$ cat src/rtl/exec_result_stage.sv
// Execute-stage back end: resolves control transfers and queues ALU results in a 2-entry
// skid buffer toward the memory stage. Define EXEC_STAGE_MISALIGN_EN for misaligned-target traps.
`ifndef DATA_WIDTH
`define DATA_WIDTH 32
`endif

module exec_result_stage #(
    parameter int unsigned DATA_WIDTH     = `DATA_WIDTH,
    parameter int unsigned REG_ADDR_WIDTH = 5
) (
    input  logic                      clk,
    input  logic                      rst_n,
    input  logic                      flush_i,
    input  logic                      in_valid,
    output logic                      in_ready,
    input  logic [DATA_WIDTH-1:0]     alu_out,
    input  logic [DATA_WIDTH-1:0]     pc,
    input  logic [DATA_WIDTH-1:0]     imm,
    input  logic [DATA_WIDTH-1:0]     rs2_data,
    input  logic [REG_ADDR_WIDTH-1:0] rd_addr,
    input  logic                      is_branch,
    input  logic                      is_jal,
    input  logic                      is_jalr,
    input  logic                      mem_read,
    input  logic                      mem_write,
    input  logic                      reg_write,
    output logic                      out_valid,
    input  logic                      out_ready,
    output logic [DATA_WIDTH-1:0]     out_result,
    output logic [DATA_WIDTH-1:0]     out_addr,
    output logic [DATA_WIDTH-1:0]     out_store_data,
    output logic [REG_ADDR_WIDTH-1:0] out_rd,
    output logic                      out_mem_read,
    output logic                      out_mem_write,
    output logic                      out_reg_write,
    output logic                      redirect_valid,
    output logic [DATA_WIDTH-1:0]     redirect_pc,
    output logic                      misalign_exc
);

    localparam int unsigned EntW = 3 * DATA_WIDTH + REG_ADDR_WIDTH + 3;

    typedef enum logic [1:0] {
        StEmpty = 2'd0,
        StOne   = 2'd1,
        StTwo   = 2'd2
    } count_e;

    count_e                count_q, count_d;
    logic [EntW-1:0]       head_q, head_d;
    logic [EntW-1:0]       tail_q, tail_d;
    logic [EntW-1:0]       new_entry;
    logic                  in_fire, out_fire;
    logic                  taken, misaligned, redir_fire;
    logic [DATA_WIDTH-1:0] target, link_value, result;
    logic                  redirect_valid_q, redirect_valid_d;
    logic [DATA_WIDTH-1:0] redirect_pc_q, redirect_pc_d;

    // Handshake flags come from the count register only, so out_ready never reaches in_ready.
    assign in_ready  = (count_q != StTwo);
    assign out_valid = (count_q != StEmpty);
    assign in_fire   = in_valid & in_ready;
    assign out_fire  = out_valid & out_ready;

    assign taken      = is_jal | is_jalr | (is_branch & alu_out[0]);
    assign target     = is_jalr ? (alu_out & ~{{(DATA_WIDTH-1){1'b0}}, 1'b1}) : (pc + imm);
    assign link_value = pc + {{(DATA_WIDTH-3){1'b0}}, 3'd4};
    assign result     = (is_jal | is_jalr) ? link_value : alu_out;

`ifdef EXEC_STAGE_MISALIGN_EN
    assign misaligned = taken & (target[1:0] != 2'b00);
`else
    assign misaligned = 1'b0;
`endif

    assign new_entry = {result, alu_out, rs2_data, rd_addr, mem_read, mem_write,
                        reg_write & ~misaligned};

    assign {out_result, out_addr, out_store_data, out_rd, out_mem_read, out_mem_write,
            out_reg_write} = head_q;

    always_comb begin
        count_d = count_q;
        head_d  = head_q;
        tail_d  = tail_q;
        if (flush_i) begin
            count_d = StEmpty;
        end else begin
            unique case (count_q)
                StEmpty: begin
                    if (in_fire) begin
                        head_d  = new_entry;
                        count_d = StOne;
                    end
                end
                StOne: begin
                    if (in_fire && out_fire) begin
                        head_d = new_entry;
                    end else if (in_fire) begin
                        tail_d  = new_entry;
                        count_d = StTwo;
                    end else if (out_fire) begin
                        count_d = StEmpty;
                    end
                end
                StTwo: begin
                    if (out_fire) begin
                        head_d  = tail_q;
                        count_d = StOne;
                    end
                end
                default: count_d = StEmpty;
            endcase
        end
    end

    // A flushed accept never redirects; a pulse already registered still emits.
    assign redir_fire       = in_fire & ~flush_i & taken;
    assign redirect_valid_d = redir_fire & ~misaligned;
    assign redirect_pc_d    = in_fire ? target : redirect_pc_q;

    always_ff @(posedge clk or negedge rst_n) begin
        if (!rst_n) begin
            count_q          <= StEmpty;
            head_q           <= '0;
            tail_q           <= '0;
            redirect_valid_q <= 1'b0;
            redirect_pc_q    <= '0;
        end else begin
            count_q          <= count_d;
            head_q           <= head_d;
            tail_q           <= tail_d;
            redirect_valid_q <= redirect_valid_d;
            redirect_pc_q    <= redirect_pc_d;
        end
    end

    assign redirect_valid = redirect_valid_q;
    assign redirect_pc    = redirect_pc_q;

`ifdef EXEC_STAGE_MISALIGN_EN
    logic misalign_q, misalign_d;

    assign misalign_d = redir_fire & misaligned;

    always_ff @(posedge clk or negedge rst_n) begin
        if (!rst_n) begin
            misalign_q <= 1'b0;
        end else begin
            misalign_q <= misalign_d;
        end
    end

    assign misalign_exc = misalign_q;
`else
    assign misalign_exc = 1'b0;
`endif

endmodule

$ cat config.mk
export PLATFORM = sky130hd
export DESIGN_NAME = exec_result_stage
export DESIGN_NICKNAME = d
export VERILOG_FILES = /design/src/rtl/exec_result_stage.sv
export SDC_FILE = /design/constraint.sdc
export NUM_CORES = 1
export LEC_CHECK = 0
export CORE_ASPECT_RATIO = 0.7
export CORE_MARGIN = 2
export CORE_UTILIZATION = 55
export CTS_CLUSTER_SIZE = 30
export DETAILED_ROUTE_END_ITERATION = 8
export PLACE_DENSITY = 0.86
export SYNTH_ARGS = -nofsm -noshare
export SYNTH_HDL_FRONTEND = slang
export SYNTH_SLANG_ARGS = --single-unit
$ cat constraint.sdc
create_clock -name clk -period 4.4 [get_ports clk]
set_clock_uncertainty 0.2 [all_clocks]
set_input_delay 0.66 -clock clk [delete_from_list [all_inputs] [get_ports clk]]
set_output_delay 0.66 -clock clk [all_outputs]
set_load 0.02 [all_outputs]
==> impl_metrics.csv <==
group,metric,value,unit
die,fp.dieH,131,um
timing,period_share,76.2,%
setup_path,cp.required,4590,ps
place,dpl.hpwl,28800,um
cells_and_area,drive_gt1_share,4.71,%
timing,timing.hold.ws,-5.52,ps
timing,hold_violations,4,
die,start_util,56.1,%
clock_network,cts_resized,0,
drt,wl_per_cell,19.7,um
clock_network,clockBufferDepth,3,
drt,via_per_inst,5.92,
clock_network,postCtsSetupBuffers,0,
place,port_buffers,282,
synth,yosysTopAreaCell,"dfrtp_1",
synth,yosysTopAreaCellShare,47.6,%
pwr,power,7.05,mW
drt,drtAntennaViolNets,0,
timing,worstMarginPinSlew,1070,ps
run_status,violations,"negative hold slack",
global_routing,antenna_found_initial,0,
synth,synth_seq_area_share,47.6,%
die,fp-row-count,46,
setup_path,worst-setup-path-type,"in -> reg",
synth,synthDistinctLibCells,68,
timing,maxSlewViolCount,0,
die,die_area,0.0245,mm^2
synth,synth_area_leaders,"dfrtp_1, nand2_1, nor2_1",
pwr,power_density,426,mW/mm^2
setup_path,critical_path.max_fanout,4,
timing,setup_viol,0,
place,gp_congestion,0.976,
timing,grt_setup_unrepaired,"false",
clock_network,path_clk_slew,70,ps
timing,min_period,3350,ps
drt,drtIter0Drc,1151,
synth,synth_cells,1533,
run_status,status,"finished with violations",
clock_network,tritoncts,"yes",
cells_and_area,layout.nets,1941,
pwr,leakage,7.36,nW
synth,syn_avg_cell_area,8.33,um^2
global_routing,overflow,0,
synth,synth_ff_type,"dfrtp_1",
drt,vias,12402,
min_path,worstHoldPathType,"in -> async",
setup_path,crit_arrival,3540,ps
synth,synth_edf_count,0,
global_routing,grt.total_usage,33.2,%
setup_path,start_kind,"primary input",
timing,fmax,298,MHz
setup_path,cp-end-kind,"flip-flop",
cells_and_area,syn_to_final_growth,29.6,%
cells_and_area,final_util,72.8,%
cells_and_area,num_antenna_cells,0,
die,die_x,186,um
flow_run,maxCapViolCount,0,
global_routing,grt_pass1_vias,11723,
pwr,ir_drop,0.283,mV
drt,drc_errors,0,
clock_network,cts_sinks,243,
timing,slew_headroom,28.7,%
clock_network,hold_buffers,0,
synth,ys_warn_count,0,
global_routing,grt_pass1_wl,64100,um
cells_and_area,fillCellCount,1726,
synth,ys_ff_latch,243,
die,io_pins,284,
clock_network,clock_latency,520,ps
clock_network,cts-root-buf,"clkbuf_16",
synth,syn-cell-area,0.0128,mm^2
drt,routed_wl,41200,um
clock_network,cts_made_buffers,24,
clock_network,h-tree-depth,1,
die,core,0.0227,mm^2
timing,tns,0,ps
synth,synth_fp_nets,1710,
global_routing,grt_max_degree,122,
synth,async_reset_ff_share,100,%
drt,dr.pass1.iters,6,
[cell usage after synthesis (14+ instances only)]
library cell,number
o21a_1,16
clkbuf_1,88
mux2i_1,14
nand2_1,480
dfrtp_1,243
nor2_1,139
a21oi_1,92
and3_1,27
nand4_1,17
xnor2_1,29
o21ai_0,83
ha_1,32
xor2_1,25
nand3_1,26
a31oi_1,80
[report_power, final]
group | leakage [nW] | switching [mW] | internal [mW] | total, mW
combinational | 4.06 | 1.10 | 0.873 | 1.97
clock | 0.380 | 0.894 | 1.18 | 2.07
sequential | 2.92 | 0.297 | 2.71 | 3.00
[cells in the final DEF, fill, tap and decap left out, drive strengths merged, types with 29 or more instances in the layout]
master / count
a21oi: 92
a31oi: 80
o21ai: 84
clkbuf: 36
clkdlybuf4s50: 281
ha: 32
nor2: 139
dfrtp: 243
xnor2: 29
nand2: 480
[kinds of logic (layout without fill, tap and decap cells)]
family	after synthesis	after routing	share of synthesized area, %
flops	243	243	47.6
fa+ha+maj	33	33	3.29
other cells	1	1	0.0294
compound gates	337	337	16.0
buf+inv	111	360	3.86
xor+xnor	54	54	3.71
mux	14	14	1.10
simple gates	740	740	24.4
[registers in the layout, summed over array words and instances, names as in the netlist]
register        count
head_q            104
tail_q            104
redirect_pc        32
count_q             2
redirect_valid      1
[final timing paths]
kind	slack, ps	cells after the start	from	to
max	1050	10	pc[0]	redirect_pc[28]
min	-6	1	rst_n	redirect_pc[28]
max reg2reg	1560	9	count_q[1]	redirect_pc[31]
min reg2reg	280	2	tail_q[94]	tail_q[94]
max in group asynchronous	3010	2	rst_n	tail_q[99]
min in group clk	280	2	tail_q[94]	tail_q[94]
[critical path: stages]
cell and delay (ps):
clkdlybuf4s50_1 430, ha_1 240, fa_1 420, a21o_1 220, a221o_1 400, o2bb2ai_1 210
a21oi_1 450, o221ai_1 240, xnor2_1 170, o22ai_1 100
[per-layer routing]
| layer | routed length (um) | global-route usage [%] | up-vias |
|---|---|---|---|
| met1 | 17400 | 48.1 | 5936 |
| li1 | - | - | 5685 |
| met5 | 0 | 0 | - |
| met2 | 18300 | 50.7 | 672 |
| met4 | 1290 | 9.32 | 0 |
| met3 | 4200 | 6.96 | 109 |
[through the flow]
stage	worst slack, ps	hold slack, ps	cells	cell area [um^2]
floorplan	1470	164	1533	12800
global placement	611	255	2050	15800
detailed placement	585	262	2050	15800
CTS	1100	45.4	2094	16500
global route	947	71.1	2094	16500
finish	1050	-5.52	2094	16500
[final cells by class]
cell class / count / area (um^2) / area share (%)
multi-input combinational: 1179 / 6220 / 37.6
sequential: 243 / 6080 / 36.8
timing repair buffer: 305 / 3030 / 18.3
clock buffer: 36 / 707 / 4.27
tap: 312 / 390 / 2.36
clock inverter: 8 / 77.6 / 0.469
inverter: 11 / 41.3 / 0.250
Note: power is estimated with default switching activity, not from simulation.
